===== src/rtl/encoder_8to3_pending.sv =====
// Sequential 8-to-3 priority encoder with pending register and valid/ready output.
// Define ENC_OVERFLOW_EN to add the sticky lost-duplicate-request flag.
module encoder_8to3_pending #(
    parameter int PRIORITY_HIGH = 1,
    parameter int REQ_EDGE      = 0
) (
    input  logic       clk,
    input  logic       rst,
    input  logic       en,
    input  logic [7:0] y_in,
    input  logic       out_ready,
    output logic       out_valid,
    output logic [2:0] code,
    output logic       any_pending,
    output logic       multi
`ifdef ENC_OVERFLOW_EN
    ,
    output logic       overflow
`endif
);

    localparam logic S_IDLE    = 1'b0;
    localparam logic S_PRESENT = 1'b1;

    logic       state_q, state_d;
    logic [2:0] code_q, code_d;
    logic [7:0] pend_q, pend_d;
    logic [7:0] prev_q;
    logic       any_q, multi_q;
    logic [7:0] req;
    logic [7:0] clr;
    logic [7:0] rest;
    logic       fire;

    function automatic logic [2:0] prio_idx(input logic [7:0] v);
        logic [2:0] idx;
        idx = 3'd0;
        for (int i = 0; i < 8; i++) begin
            if (PRIORITY_HIGH != 0) begin
                if (v[i]) idx = 3'(i);
            end else begin
                if (v[7-i]) idx = 3'(7 - i);
            end
        end
        return idx;
    endfunction

    always_comb begin
        req = 8'h00;
        if (en) begin
            if (REQ_EDGE != 0) req = y_in & ~prev_q;
            else               req = y_in;
        end
    end

    assign fire = (state_q == S_PRESENT) && en && out_ready;

    // Set beats clear: req is ORed in after the serviced bit is dropped.
    always_comb begin
        clr    = fire ? (8'h01 << code_q) : 8'h00;
        rest   = pend_q & ~clr;
        pend_d = rest | req;
    end

    always_comb begin
        state_d = state_q;
        code_d  = code_q;
        if (en) begin
            if (state_q == S_IDLE) begin
                if (pend_q != 8'h00) begin
                    state_d = S_PRESENT;
                    code_d  = prio_idx(pend_q);
                end
            end else if (out_ready) begin
                if (rest != 8'h00) code_d  = prio_idx(rest);
                else               state_d = S_IDLE;
            end
        end
    end

    always_ff @(posedge clk or posedge rst) begin
        if (rst) begin
            state_q <= S_IDLE;
            code_q  <= 3'd0;
            pend_q  <= 8'h00;
            prev_q  <= 8'h00;
            any_q   <= 1'b0;
            multi_q <= 1'b0;
        end else begin
            state_q <= state_d;
            code_q  <= code_d;
            pend_q  <= pend_d;
            prev_q  <= y_in;
            any_q   <= pend_d != 8'h00;
            multi_q <= (pend_d & (pend_d - 8'd1)) != 8'h00;
        end
    end

`ifdef ENC_OVERFLOW_EN
    logic ovf_q;

    always_ff @(posedge clk or posedge rst) begin
        if (rst) ovf_q <= 1'b0;
        else if ((req & rest) != 8'h00) ovf_q <= 1'b1;
    end

    assign overflow = ovf_q;
`endif

    assign out_valid   = (state_q == S_PRESENT) && en;
    assign code        = code_q;
    assign any_pending = any_q;
    assign multi       = multi_q;

endmodule


===== config.mk =====
export PLATFORM = sky130hd
export DESIGN_NAME = encoder_8to3_pending
export DESIGN_NICKNAME = d
export VERILOG_FILES = /design/src/rtl/encoder_8to3_pending.sv
export SDC_FILE = /design/constraint.sdc
export NUM_CORES = 1
export LEC_CHECK = 0
export CAP_MARGIN = 20
export CORE_UTILIZATION = 55
export DETAILED_ROUTE_END_ITERATION = 8
export DONT_BUFFER_PORTS = 1
export PLACE_DENSITY = 0.82
export SLEW_MARGIN = 20
export SYNTH_ARGS = -nofsm -noshare
export SYNTH_HDL_FRONTEND = slang
export SYNTH_SLANG_ARGS = --single-unit

===== constraint.sdc =====
create_clock -name clk -period 5.1 [get_ports clk]
set_input_delay 1.02 -clock clk [delete_from_list [all_inputs] [get_ports clk]]
set_output_delay 1.02 -clock clk [all_outputs]
set_load 0.02 [all_outputs]

==> impl_metrics.ini, run 1 <==
[synthesis]
yosys.area.top_type_share = 0.353
synth_area_leaders = sky130_fd_sc_hd__dfrtp_1, sky130_fd_sc_hd__o21ai_0, sky130_fd_sc_hd__nand2_1
number_of_synthesized_flops_with_an_enable_pin = 0
synthXorXnorAreaFrac = 0
syn-num-nets = 131
ys_seq_area_frac = 0.353
cell_types_with_the_highest_counts_after_synthesis = sky130_fd_sc_hd__dfrtp_1, sky130_fd_sc_hd__nand2_1, sky130_fd_sc_hd__nor2_1, sky130_fd_sc_hd__o21ai_0, sky130_fd_sc_hd__a21oi_1
synth_compound_area_frac = 0.266
syn_inst = 119
most_frequently_used_cell_type_in_the_post_synthesis_netlist = sky130_fd_sc_hd__dfrtp_1
count_of_different_cell_masters_after_synthesis = 39
synth.yosys.warnings = 0
library_cell_with_the_largest_summed_area_after_synthesis = sky130_fd_sc_hd__dfrtp_1
synthSimpleGateAreaFrac = 0.258
synth_area_um2 = 993
avgSynthCellArea_um2 = 8.35
synthArstFlopShare = 1.00
synth-seq-cells = 14
synth-main-ff-cell = sky130_fd_sc_hd__dfrtp_1
dominant_combinational_cell_family_by_area_after_synthesis = compound AO/OA/AOI/OAI gates
synth_fa_ha_area_frac = 0.0214
yosys-mux-area-fraction = 0.0630

[die]
core_region_area_um2 = 1590
io_pins = 18
design.die.area_um2 = 1980
die_y_um = 44.5
placement_rows = 14
start_util = 0.623
floorplan.die.width_um = 44.5

[timing]
report.final.hold_viol_count = 0
period_share = 0.516
pins_over_their_slew_limit = 0
period_minus_slack_ns = 2.63
setup_viol = 0
final_worst_hold_slack_ns = 0.645
setup_total_negative_slack_ns = 0
fmaxAchievable_mhz = 380
worstMarginPinSlew_ns = 0.586
rsz0062_at_grt = false
max-slew-margin-rel = 0.609
skew_ns = 0.00977

[placed_design]
dp.final_hpwl_um = 1570
buffer_ports.inserted = 0
gp_routability_congestion = 0.859
placed_cells_incl_taps = 137

[routing]
drt-pass1-iter-count = 4
wire_per_inst_um = 15.6
vias = 921
viasPerCell = 6.53
drtIter0Drc = 16
routed_wl_um = 2200
detail_route.drc_violations = 0
final_antenna_net_count = 0

[layout]
nets = 130
nFillCells = 132
layout_cell_share_with_drive_strength_beyond_1 = 0.0855
register_area_um2 = 350
areaGrowthSynthToFinish_pct = 4.28
instances_no_fill = 141
area_of_combinational_cells_with_multiple_inputs_um2 = 604
diodes = 0

[job]
cap_viol_max_count = 0

[pwr]
power.ir.vdd_worst_mv = 0.189
design_power_total_mw = 0.276
static-leakage-power_nw = 0.381
power.density_cell_area_nw_per_um2 = 267

[global_route]
via_count_of_the_first_global_routing_pass = 837
number_of_antenna_violations_at_the_first_check_in_global_routing = 0
gr-total-overflow = 0
groute.usage.overall = 0.271
wire_length_of_the_first_global_routing_pass_um = 3830
grt_max_degree = 26

[setup_path]
critical_path_arrival_ns = 2.81
start_kind = flip-flop
critical_path.cell_chain = a21boi_0 > a2111o_1 > a221o_1 > maj3_2 > or3_1 > a211o_1
worstPathMaxFanout = 13
first_element_of_the_critical_path = code[0]$_DFFE_PP0P_
crit_end_category = flip-flop
critical-path-slowest-cell = sky130_fd_sc_hd__dfrtp_1
path_class = flip-flop to flip-flop
critPathRequiredTime_ns = 5.27
critical_path.reg2reg.startpoint = code[0]$_DFFE_PP0P_
setup.reg_to_reg.worst_slack_ns = 2.47
reg2reg_depth = 6
crit_path_max_incr_delay_ns = 0.72

[clocking]
cts-hold-fix-buffers = 0
clock_tree.root_cell = sky130_fd_sc_hd__clkbuf_4
cts_resized = 0
numClockSinks = 14
cts.path.max_buffers = 2
numCtsBuffers = 3
clock_tree.htree_level_count = 1
insertion_delay_ns = 0.29
cts.repair_timing.setup_buffer_count = 0
cts_tree = built
cts.clk_slew.worst_paths_ns = 0.09

[status]
run_status = complete, no violations

[min_path]
holdCritPathClass = input port to async pin
[flip-flops by register name, summed over array words and instances (netlist names)]
| name | flops |
|---|---|
| pend_q | 8 |
| multi | 1 |
| code | 3 |
| any_pending | 1 |
| state_q | 1 |
[per-layer routing]
metal	routed length, µm	up-vias	global-route usage
li1	-	440	-
met1	1020	434	0.383
met2	984	39	0.391
met3	139	8	0.0612
met4	53	0	0.133
met5	0	-	0
[layout by cell type, fill, tap and decap left out, types with 2 or more instances in the layout]
cell type,netlist,final
sky130_fd_sc_hd__dfrtp_1,14,14
sky130_fd_sc_hd__nand2_1,13,13
sky130_fd_sc_hd__o21ai_0,10,10
sky130_fd_sc_hd__nor2_1,10,10
sky130_fd_sc_hd__a21oi_1,7,7
sky130_fd_sc_hd__a22o_1,4,4
sky130_fd_sc_hd__inv_1,4,4
sky130_fd_sc_hd__mux2i_1,4,4
sky130_fd_sc_hd__nor3_1,4,4
sky130_fd_sc_hd__o31ai_1,3,3
sky130_fd_sc_hd__nor2b_1,3,3
sky130_fd_sc_hd__and2_1,3,3
sky130_fd_sc_hd__nand2b_1,3,3
sky130_fd_sc_hd__a31oi_1,3,3
sky130_fd_sc_hd__clkbuf_4,0,3
sky130_fd_sc_hd__and4b_1,2,2
sky130_fd_sc_hd__or3_1,2,2
sky130_fd_sc_hd__o21a_1,2,2
sky130_fd_sc_hd__nand3_1,2,2
sky130_fd_sc_hd__mux2_2,2,2
[final timing paths]
check                                         to
hold reg to reg              pend_q[0]$_DFF_PP0_
min in group clk             pend_q[0]$_DFF_PP0_
hold / removal               pend_q[3]$_DFF_PP0_
max in group asynchronous  any_pending$_DFF_PP0_
setup reg to reg                 multi$_DFF_PP0_
setup / recovery                 multi$_DFF_PP0_
[stage by stage]
step                cell area [µm²]  setup slack (ns)  utilization
floorplan                       993              2.26            -
global placement               1000              2.20        0.627
detailed placement             1000              2.19        0.627
CTS                            1040              2.47        0.650
global route                   1040              2.34        0.650
finish                         1040              2.47        0.650
[critical path, delay by kind of cell, from the launching register on]
kind / cells / cell delay [ns]
AOI/OAI and AO/OA: 4 / 1.18
DFF: 1 / 0.72
adders and majority gates: 1 / 0.30
and+or+nand+nor: 1 / 0.30
[cell type report]
cell class,instances,area share
Inverter,4,0.0145
Sequential cell,14,0.338
Multi-Input combinational cell,95,0.583
Tap cell,24,0.0290
Clock buffer,4,0.0350
[cell families (layout without fill, tap and decap cells)]
group | Yosys count | after routing
AOI/OAI and AO/OA | 39 | 39
and+or+nand+nor | 48 | 48
DFF | 14 | 14
muxes | 6 | 6
adders and majority gates | 2 | 2
buffers and inverters | 10 | 8
[report_power, final]
group,switching (mW),internal [mW]
logic,0.0249,0.0228
registers,0.0277,0.119
clock network,0.0381,0.0435
Note: power is estimated with default switching activity, not from simulation.
==> run 2: changes to the inputs <==
==> constraint.sdc (replaced) <==
create_clock -name clk -period 2.6 [get_ports clk]
set_input_delay 0.52 -clock clk [delete_from_list [all_inputs] [get_ports clk]]
set_output_delay 0.52 -clock clk [all_outputs]
set_load 0.02 [all_outputs]
==> run 2 against run 1 <==
Cell count is 3.5% higher. Highest routed layer unchanged. Sequential power is 79% higher. Maximum frequency is 11% higher. Critical endpoint unchanged.
==> impl_metrics.ini, run 2 (synthesized netlist as in run 1, its figures left out) <==
[pwr]
p_clk_frac = 0.285
power.density_cell_area_nw_per_um2 = 525
power.switching_fraction = 0.328
static-leakage-power_nw = 0.403
internal_power_consumption_mw = 0.379
design_power_total_mw = 0.564
power.share.combinational = 0.250
power_switching_mw = 0.185
power.sequential.fraction = 0.466
power.ir.vdd_worst_mv = 0.271

[clocking]
clock_tree.root_cell = sky130_fd_sc_hd__clkbuf_4
cts.clk_slew.worst_paths_ns = 0.09
cts.repair_timing.setup_buffer_count = 0
clock_tree.htree_level_count = 1
cts.path.max_buffers = 2
numCtsBuffers = 3
numClockSinks = 14
cts_resized = 0
cts-hold-fix-buffers = 0
cts_tree = built
insertion_delay_ns = 0.28

[timing]
period_minus_slack_ns = 2.36
pins_over_their_slew_limit = 0
worstMarginPinSlew_ns = 0.562
setup_viol = 0
worst_slack_ns = 0.235
period_share = 0.909
fmaxAchievable_mhz = 423
final_worst_hold_slack_ns = 0.167
skew_ns = 0.00577
max-slew-margin-rel = 0.625
report.final.hold_viol_count = 0
rsz0062_at_grt = false
setup_total_negative_slack_ns = 0

[setup_path]
r2r_end = multi$_DFF_PP0_
critical_path.cell_chain = a21boi_0 > a2111o_1 > a221o_1 > maj3_2 > or3_1 > a211o_1
crit_path_max_incr_delay_ns = 0.48
reg2reg_depth = 6
critical_path.reg2reg.startpoint = pend_q[7]$_DFF_PP0_
worstPathMaxFanout = 9
critPathRequiredTime_ns = 2.78
crit_end_category = flip-flop
critical_path_buf_inv_count = 0
critical-path-slowest-cell = sky130_fd_sc_hd__dfrtp_1
setup.reg_to_reg.worst_slack_ns = 0.24
path_class = flip-flop to flip-flop
critical_path_arrival_ns = 2.54
critical-path-top-delay-family = compound AO/OA/AOI/OAI gates
start_kind = flip-flop

[global_route]
via_count_of_the_first_global_routing_pass = 904
number_of_antenna_violations_at_the_first_check_in_global_routing = 0
wire_length_of_the_first_global_routing_pass_um = 4090
groute.usage.overall = 0.283
grt_max_degree = 26
gr-total-overflow = 0

[status]
run_status = complete, no violations

[routing]
routed_wl_um = 2390
wire_per_inst_um = 16.4
final_antenna_net_count = 0
drtIter0Drc = 49
vias = 937
viasPerCell = 6.42
detail_route.drc_violations = 0
drt-pass1-iter-count = 4

[die]
die_y_um = 44.5
core_region_area_um2 = 1590
start_util = 0.623
placement_rows = 14
floorplan.die.width_um = 44.5
design.die.area_um2 = 1980
io_pins = 18

[layout]
mostFrequentLayoutCell = sky130_fd_sc_hd__dfrtp_1
largest_reg_flops = 8
finalCoreUtilization = 0.673
top_register = pend_q
layout.cells.most_common_list = sky130_fd_sc_hd__dfrtp_1, sky130_fd_sc_hd__nand2_1, sky130_fd_sc_hd__o21ai_0, sky130_fd_sc_hd__nor2_1, sky130_fd_sc_hd__a21oi_1
layout_cell_share_with_drive_strength_beyond_1 = 0.123
diodes = 0
areaGrowthSynthToFinish_pct = 8.06
nets = 135

[job]
cap_viol_max_count = 0

[placed_design]
dp.final_hpwl_um = 1770
buffer_ports.inserted = 0
gp_routability_congestion = 0.853
place_worst_setup_slack_ns = 0.184

[min_path]
holdCritPathClass = input port to async pin
run 2: cell types whose count changed in the layout (fill, tap and decap cells not counted):
cell / previous run / this run
sky130_fd_sc_hd__buf_4: 0 / 5
run 2: metal layers:
metal  global-route usage  up-vias  part of all wire
met5                    0        -                 0
met4                0.121        0             0.019
met3               0.0449        6             0.067
met2                0.447       41              0.46
met1                0.383      440              0.45
li1                     -      450                 -
run 2: how the worst max path moves through the flow:
stage	from	cells after the start	slack, ns	end
after floorplan	code[0]$_DFFE_PP0P_	6	0.21	multi$_DFF_PP0_
after global placement	out_ready	6	0.22	multi$_DFF_PP0_
after detailed placement	out_ready	6	0.18	multi$_DFF_PP0_
after CTS	pend_q[7]$_DFF_PP0_	6	0.26	multi$_DFF_PP0_
after global routing	pend_q[7]$_DFF_PP0_	6	0.13	multi$_DFF_PP0_
final	pend_q[7]$_DFF_PP0_	6	0.24	multi$_DFF_PP0_
run 2: layout make-up:
type / count / area, µm²
clock buffers: 4 / 36.3
fillers: 130 / 520
inverters: 4 / 15.0
multi-input cells: 95 / 604
flip-flops and latches: 14 / 350
well taps: 24 / 30.0
repair buffers: 5 / 37.5
run 2: worst reg2reg max path: stages (launching register included):
cell and delay [ns]:
sky130_fd_sc_hd__dfrtp_1 0.48, sky130_fd_sc_hd__a21boi_0 0.17, sky130_fd_sc_hd__a2111o_1 0.42, sky130_fd_sc_hd__a221o_1 0.29, sky130_fd_sc_hd__maj3_2 0.30, sky130_fd_sc_hd__or3_1 0.31
sky130_fd_sc_hd__a211o_1 0.30
run 2: stage by stage:
step	area [µm²]	std cells
2_1_floorplan	993	119
3_3_place_gp	1040	142
3_5_place_dp	1040	142
4_1_cts	1070	146
5_1_grt	1070	146
6_report	1070	146
run 2: power by group through the flow:
stage	Sequential (mW)	Combinational [mW]	Clock, mW
after floorplan	0.263	0.101	0
after global placement	0.264	0.133	0
after detailed placement	0.265	0.136	0
after CTS	0.261	0.139	0.159
after global routing	0.267	0.154	0.172
final	0.263	0.141	0.161
